File: config.mk
export PLATFORM = sky130hd
export DESIGN_NAME = icache_fetch_flat
export DESIGN_NICKNAME = d
export VERILOG_FILES = /design/src/rtl/icache_fetch_if.sv /design/src/rtl/icache_fetch.sv /design/src/flat_wrapper.sv
export SDC_FILE = /design/constraint.sdc
export NUM_CORES = 2
export LEC_CHECK = 0
export CORE_MARGIN = 5
export CORE_UTILIZATION = 49
export CTS_CLUSTER_DIAMETER = 120
export CTS_CLUSTER_SIZE = 24
export DETAILED_ROUTE_END_ITERATION = 6
export GPL_ROUTABILITY_DRIVEN = 1
export HOLD_SLACK_MARGIN = 0.03
export PLACE_DENSITY = 0.65
export REMOVE_ABC_BUFFERS = 1
export SLEW_MARGIN = 20
export SYNTH_ARGS = -nofsm -noshare
export SYNTH_HDL_FRONTEND = slang
export SYNTH_SLANG_ARGS = --single-unit
File: constraint.sdc
create_clock -name clk -period 5.9 [get_ports clk]
set_clock_uncertainty 0.2 [all_clocks]
set_input_delay 1.18 -clock clk [delete_from_list [all_inputs] [get_ports clk]]
set_output_delay 1.18 -clock clk [all_outputs]
set_load 0.05 [all_outputs]
File: src/rtl/icache_fetch_if.sv
// Bundles the cpu fetch port, the memory fill port and the statistics of icache_fetch.
// slave is the cache's view; master is the view of the cpu/memory environment.
interface icache_fetch_if;
    logic [31:0] cpu_addr;
    logic        cpu_req;
    logic [31:0] cpu_data;
    logic        cpu_ready;
    logic        flush;
    logic [31:0] mem_addr;
    logic        mem_rd;
    logic [31:0] mem_data;
    logic        mem_valid;
    logic [31:0] hit_cnt;
    logic [31:0] miss_cnt;

    modport slave (
        input  cpu_addr, cpu_req, flush, mem_data, mem_valid,
        output cpu_data, cpu_ready, mem_addr, mem_rd, hit_cnt, miss_cnt
    );

    modport master (
        output cpu_addr, cpu_req, flush, mem_data, mem_valid,
        input  cpu_data, cpu_ready, mem_addr, mem_rd, hit_cnt, miss_cnt
    );
endinterface

File: src/rtl/icache_fetch.sv
// Direct-mapped read-only instruction cache: zero-wait hits, whole-line fill on a miss,
// flush support and saturating hit/miss statistics.
module icache_fetch #(
    parameter int INDEX_BITS = 4,
    parameter int WORD_BITS  = 2
) (
    input  logic         clk,
    input  logic         rst,
    icache_fetch_if.slave bus
);
    localparam int LINES    = 1 << INDEX_BITS;
    localparam int WORDS    = 1 << WORD_BITS;
    localparam int TAG_BITS = 32 - INDEX_BITS - WORD_BITS - 2;

    typedef enum logic {IDLE, FILL} state_t;

    state_t                  state;
    logic [LINES-1:0]        valid;
    logic [LINES-1:0]        valid_d;
    logic [TAG_BITS-1:0]     tag_arr  [LINES];
    logic [31:0]             data_arr [LINES*WORDS];
    logic [TAG_BITS-1:0]     fill_tag;
    logic [INDEX_BITS-1:0]   fill_idx;
    logic [WORD_BITS-1:0]    fill_cnt;
    logic [WORD_BITS-1:0]    fill_cnt_nx;
    logic                    flush_pend;

    logic [TAG_BITS-1:0]     req_tag;
    logic [INDEX_BITS-1:0]   req_idx;
    logic [WORD_BITS-1:0]    req_word;
    logic                    hit;
    logic                    miss;
    logic                    accept;
    logic                    last;
    logic                    unused_byte_bits;

    assign req_tag  = bus.cpu_addr[31 -: TAG_BITS];
    assign req_idx  = bus.cpu_addr[INDEX_BITS+WORD_BITS+1 : WORD_BITS+2];
    assign req_word = bus.cpu_addr[WORD_BITS+1 : 2];
    assign unused_byte_bits = ^bus.cpu_addr[1:0];

    assign hit    = (state == IDLE) && bus.cpu_req && valid[req_idx] && (tag_arr[req_idx] == req_tag);
    assign miss   = (state == IDLE) && bus.cpu_req && !hit;
    assign accept = (state == FILL) && bus.mem_valid;
    assign last   = (fill_cnt == {WORD_BITS{1'b1}});
    assign fill_cnt_nx = fill_cnt + 1'b1;

    assign bus.cpu_ready = hit;
    assign bus.cpu_data  = hit ? data_arr[{req_idx, req_word}] : 32'd0;

    // A flush seen at any point of a fill keeps the completing line invalid.
    always_comb begin
        valid_d = bus.flush ? '0 : valid;
        if (accept && last && !flush_pend && !bus.flush)
            valid_d[fill_idx] = 1'b1;
    end

    always_ff @(posedge clk or negedge rst) begin
        if (!rst) begin
            state        <= IDLE;
            valid        <= '0;
            bus.mem_rd   <= 1'b0;
            bus.mem_addr <= 32'd0;
            bus.hit_cnt  <= 32'd0;
            bus.miss_cnt <= 32'd0;
            flush_pend   <= 1'b0;
            fill_cnt     <= '0;
            fill_tag     <= '0;
            fill_idx     <= '0;
        end else begin
            valid <= valid_d;
            if (hit && bus.hit_cnt != 32'hFFFF_FFFF)
                bus.hit_cnt <= bus.hit_cnt + 32'd1;
            case (state)
                IDLE: begin
                    if (miss) begin
                        state        <= FILL;
                        fill_cnt     <= '0;
                        fill_tag     <= req_tag;
                        fill_idx     <= req_idx;
                        bus.mem_rd   <= 1'b1;
                        bus.mem_addr <= {req_tag, req_idx, {WORD_BITS{1'b0}}, 2'b00};
                        if (bus.miss_cnt != 32'hFFFF_FFFF)
                            bus.miss_cnt <= bus.miss_cnt + 32'd1;
                    end
                end
                FILL: begin
                    if (accept) begin
                        fill_cnt     <= fill_cnt_nx;
                        bus.mem_addr <= {fill_tag, fill_idx, fill_cnt_nx, 2'b00};
                        if (last) begin
                            state      <= IDLE;
                            bus.mem_rd <= 1'b0;
                            flush_pend <= 1'b0;
                        end else if (bus.flush) begin
                            flush_pend <= 1'b1;
                        end
                    end else if (bus.flush) begin
                        flush_pend <= 1'b1;
                    end
                end
                default: state <= IDLE;
            endcase
        end
    end

    // Arrays carry no reset; the valid bits alone decide whether their contents are used.
    always_ff @(posedge clk) begin
        if (accept) begin
            data_arr[{fill_idx, fill_cnt}] <= bus.mem_data;
            if (last)
                tag_arr[fill_idx] <= fill_tag;
        end
    end
endmodule

File: src/flat_wrapper.sv
// flat-port wrapper written by rule: the top's interface ports become plain ports
module icache_fetch_flat 
#(
    parameter int INDEX_BITS = 4,
    parameter int WORD_BITS  = 2
)
  (clk, rst, bus_cpu_addr, bus_cpu_req, bus_flush, bus_mem_data, bus_mem_valid, bus_cpu_data, bus_cpu_ready, bus_mem_addr, bus_mem_rd, bus_hit_cnt, bus_miss_cnt);
  icache_fetch_if bus_i ();
  input  logic clk;
  input  logic rst;
  input wire logic [$bits(bus_i.cpu_addr)-1:0] bus_cpu_addr;
  input wire logic [$bits(bus_i.cpu_req)-1:0] bus_cpu_req;
  input wire logic [$bits(bus_i.flush)-1:0] bus_flush;
  input wire logic [$bits(bus_i.mem_data)-1:0] bus_mem_data;
  input wire logic [$bits(bus_i.mem_valid)-1:0] bus_mem_valid;
  output wire logic [$bits(bus_i.cpu_data)-1:0] bus_cpu_data;
  output wire logic [$bits(bus_i.cpu_ready)-1:0] bus_cpu_ready;
  output wire logic [$bits(bus_i.mem_addr)-1:0] bus_mem_addr;
  output wire logic [$bits(bus_i.mem_rd)-1:0] bus_mem_rd;
  output wire logic [$bits(bus_i.hit_cnt)-1:0] bus_hit_cnt;
  output wire logic [$bits(bus_i.miss_cnt)-1:0] bus_miss_cnt;
  assign bus_i.cpu_addr = bus_cpu_addr;
  assign bus_i.cpu_req = bus_cpu_req;
  assign bus_i.flush = bus_flush;
  assign bus_i.mem_data = bus_mem_data;
  assign bus_i.mem_valid = bus_mem_valid;
  assign bus_cpu_data = bus_i.cpu_data;
  assign bus_cpu_ready = bus_i.cpu_ready;
  assign bus_mem_addr = bus_i.mem_addr;
  assign bus_mem_rd = bus_i.mem_rd;
  assign bus_hit_cnt = bus_i.hit_cnt;
  assign bus_miss_cnt = bus_i.miss_cnt;
  icache_fetch #(.INDEX_BITS(INDEX_BITS), .WORD_BITS(WORD_BITS)) u_core (.clk(clk), .rst(rst), .bus(bus_i));
endmodule
==> impl_metrics.yaml <==
synthesis:
  ys_types: 62
  synth_area_per_cell_sq_um: 22.9
  yosysWarnings: 0
  synthFlopType: "edfxtp_1"
  synth_xor_xnor_area_share_pct: 0.767
  synth_top_family_by_area: "multiplexers"
  synth_mux_area_share_pct: 17.7
  async_reset_ff_share_pct: 5.48
  synth_compound_area_share_pct: 1.37
  syn_area_sq_um: 99400
  synth-seq-cells: 2573
  yosys.area_share.simple_pct: 1.97
  syn-instance-count: 4346
  ys_seq_area_share_pct: 77.0
  synth-edff-count: 2432
  synth_adder_area_share_pct: 0.0378
grt:
  use_met3_pct: 4.90
  antenna_found_initial: 24
  grt_pass1_wl_mm: 358
  first_global_vias: 47800
  overflow: 0
  met2_usage_pct: 39.2
  grt_util_all_layers_pct: 23.9
  grtUsageMet1_pct: 33.3
  grt_max_degree: 69
  gr-max-usage-layer: "met2"
clocking:
  htree_num_levels: 3
  clockBufferDepth: 3
  worstSkewPairLatency_ns: 0.81
  cts_root_buffer: "clkbuf_16"
  numClockSinks: 2573
  numCtsBuffers: 119
  cts_tree: "done"
  clk_pin_slew_ns: 0.09
pwr:
  p_per_area_nw_per_um2: 312
  switchingPower_w: 0.00860
  power.total_w: 0.0349
  pwr-share-seq_pct: 62.2
  switching_share_pct: 24.7
  p_leak_nw: 35.1
  p_clk_share_pct: 26.8
  comb_power_share_pct: 11.0
  p_int_w: 0.0262
  vdd_drop_max_uv: 304
outcome:
  status: "completed"
setup_path:
  worstPathCellList: "buf_16, buf_4, mux4_2, a22o_1, a221oi_2, xnor2_1, or4b_4, or3_4, buf_12, a211oi_4, buf_4, buf_12"
  slowest_stage: "or4b_4"
  slowest_delay_ns: 0.57
  cp.arrival_ns: 4.50
  crit_family: "simple AND/OR/NAND/NOR gates"
  start_kind: "primary input"
  crit_required_ns: 4.52
  cp-end-kind: "output pin"
  critPathBufInv: 5
  reg2reg_depth: 12
  critPathKind: "primary input to output pin"
  cp.depth: 12
  critPathMaxFanout: 10
drt:
  dr.first_iter.drc_count: 6313
  vias_per_cell: 6.37
  wl_per_cell_microns: 33.7
  antenna_left: 0
  vias: 47700
  wl_mm: 253
  drcViolationCount: 0
  first_pass_iters: 6
cells_and_area:
  fillCellCount: 14900
  syn2layout_area_growth_pct: 12.4
  nets: 4829
  final_layout_size_suffix_gt1_share_pct: 29.8
timing:
  final.setup.tns_ns: 0
  drv_slew: 0
  hold_violations: 0
  tightestPinTransition_ns: 1.11
  relSlewSlack_pct: 25.9
  setup_viol: 0
  fmax_mhz: 170
  min_period_ns: 5.88
  rsz0062_at_grt: "yes"
  fin_crit_sh_pct: 99.6
  hold_ws_ns: 0.216
floorplan:
  start_util_pct: 49.2
  die_h_microns: 460
  pin_count: 199
  die_x_microns: 460
  rows: 165
  coreArea_sq_um: 202000
  fp.dieArea_sq_um: 212000
placement:
  gp_congestion: 0.781
  dp_hpwl_mm: 146
  io_buffers: 194
min_path:
  min_path_type: "primary input to asynchronous set/reset pin"
run:
  max-cap-violations: 0
cell families after synthesis:
| logic type | count (synthesis) |
|---|---|
| flops | 2573 |
| mux | 844 |
| simple gates | 379 |
| buf+inv | 248 |
| compound gates | 211 |
| xor+xnor | 87 |
| fa+ha+maj | 3 |
| other cells | 1 |
power groups by stage:
stage          sequential [W]  combinational (W)  clock [W]
4_1_cts                0.0217            0.00384    0.00953
6_report               0.0217            0.00384    0.00933
3_5_place_dp           0.0221            0.00380          0
5_1_grt                0.0218            0.00404     0.0102
3_3_place_gp           0.0220            0.00374          0
2_1_floorplan          0.0223            0.00143          0
cells in the mapped netlist (7+ instances only):
master    count  area share, %
buf_1        24          0.091
mux4_2      731             17
a211oi_1     38           0.29
nand2_1      64           0.24
mux2i_1      78           0.79
buf_4        12          0.091
dfrtp_1     141            3.5
nor3b_1       7          0.053
nor2_1      129           0.49
xnor2_1      15           0.13
inv_1        10          0.038
o22ai_1      28           0.18
nand3_1      27           0.14
nor4_1       10          0.063
xor2_1       72           0.63
nor3_1       25           0.13
buf_2        33           0.17
mux2_2       12           0.14
clkbuf_1    159           0.60
mux2_1       23           0.26
and2_1        7          0.044
edfxtp_1   2432             73
and3_1       18           0.11
nor4_2        9           0.11
a22oi_1      30           0.23
nor2b_1      45           0.28
a21oi_1      78           0.39
buf_6         9           0.10
nand4_1      11          0.069
area by class of cell:
| cell class | instances | area [sq um] | area share (%) |
|---|---|---|---|
| inverter | 11 | 41.3 | 0.0370 |
| timing repair buffer | 526 | 5690 | 5.09 |
| antenna | 12 | 30.0 | 0.0269 |
| multi-input combinational | 1526 | 22700 | 20.3 |
| clock inverter | 10 | 193 | 0.172 |
| tap | 2672 | 3340 | 2.99 |
| sequential | 2573 | 76600 | 68.5 |
| clock buffer | 161 | 3180 | 2.84 |
repair_timing:
item	CTS	global route
cloned	2	0
pin swaps	11	15
setup endpoints to repair	33	33
hold buffers	0	0
gates resized for setup	37	58
setup buffers	13	1
path summary, 6_finish.rpt:
| kind | from | to | slack (ns) |
|---|---|---|---|
| max in group asynchronous | rst | u_core.bus.miss_cnt[17] | 4.20 |
| min reg2reg | u_core.bus.miss_cnt[19] | u_core.bus.miss_cnt[19] | 0.29 |
| max | bus_cpu_addr[5] | bus_cpu_data[20] | 0.02 |
| max reg2reg | u_core.tag_arr[6][2] | u_core.bus.hit_cnt[12] | 1.50 |
| min | rst | u_core.fill_tag[18] | 0.22 |
| min in group clk | u_core.bus.miss_cnt[19] | u_core.bus.miss_cnt[19] | 0.29 |
placed cells by master, fill, tap and decap left out, drive strengths merged, types with 15 or more instances in the layout:
master         instances
mux2                  35
nor2b                 45
inv                   18
mux4                 731
mux2i                 78
clkbuf               161
nor2                 129
xnor2                 15
o22ai                 28
dfrtp                141
clkdlybuf4s50        122
xor2                  72
nor3                  25
nand3                 27
a21oi                 78
a211oi                38
buf                  404
nor4                  19
and3                  18
edfxtp              2432
nand2                 64
a22oi                 30
through the flow:
stage          util [%]  std cells  setup WS (ns)  instance area, sq um
5_1_grt            55.3       7490        -0.0934                112000
3_3_place_gp       53.3       7291         -0.466                108000
6_report           55.3       7491         0.0245                112000
2_1_floorplan         -       4110          -5.73                 98400
4_1_cts            55.1       7477        -0.0111                111000
3_5_place_dp       53.3       7291         -0.408                108000
layer usage:
metal,share of wire [%],vias up
met1,39,26000
met2,50,2324
li1,-,19100
met4,2.8,4
met3,9.1,319
met5,0.011,-
registers in the layout (all words and copies together), names as in the netlist:
register,count
u_core.bus.mem_rd,1
u_core.fill_cnt,1
u_core.data_arr,2048
u_core.fill_tag,24
u_core.flush_pend,1
u_core.state,1
u_core.fill_idx,4
u_core.bus.hit_cnt,32
u_core.valid,16
u_core.bus.mem_addr,29
u_core.tag_arr,384
u_core.bus.miss_cnt,32
Note: power is estimated with default switching activity, not from simulation.
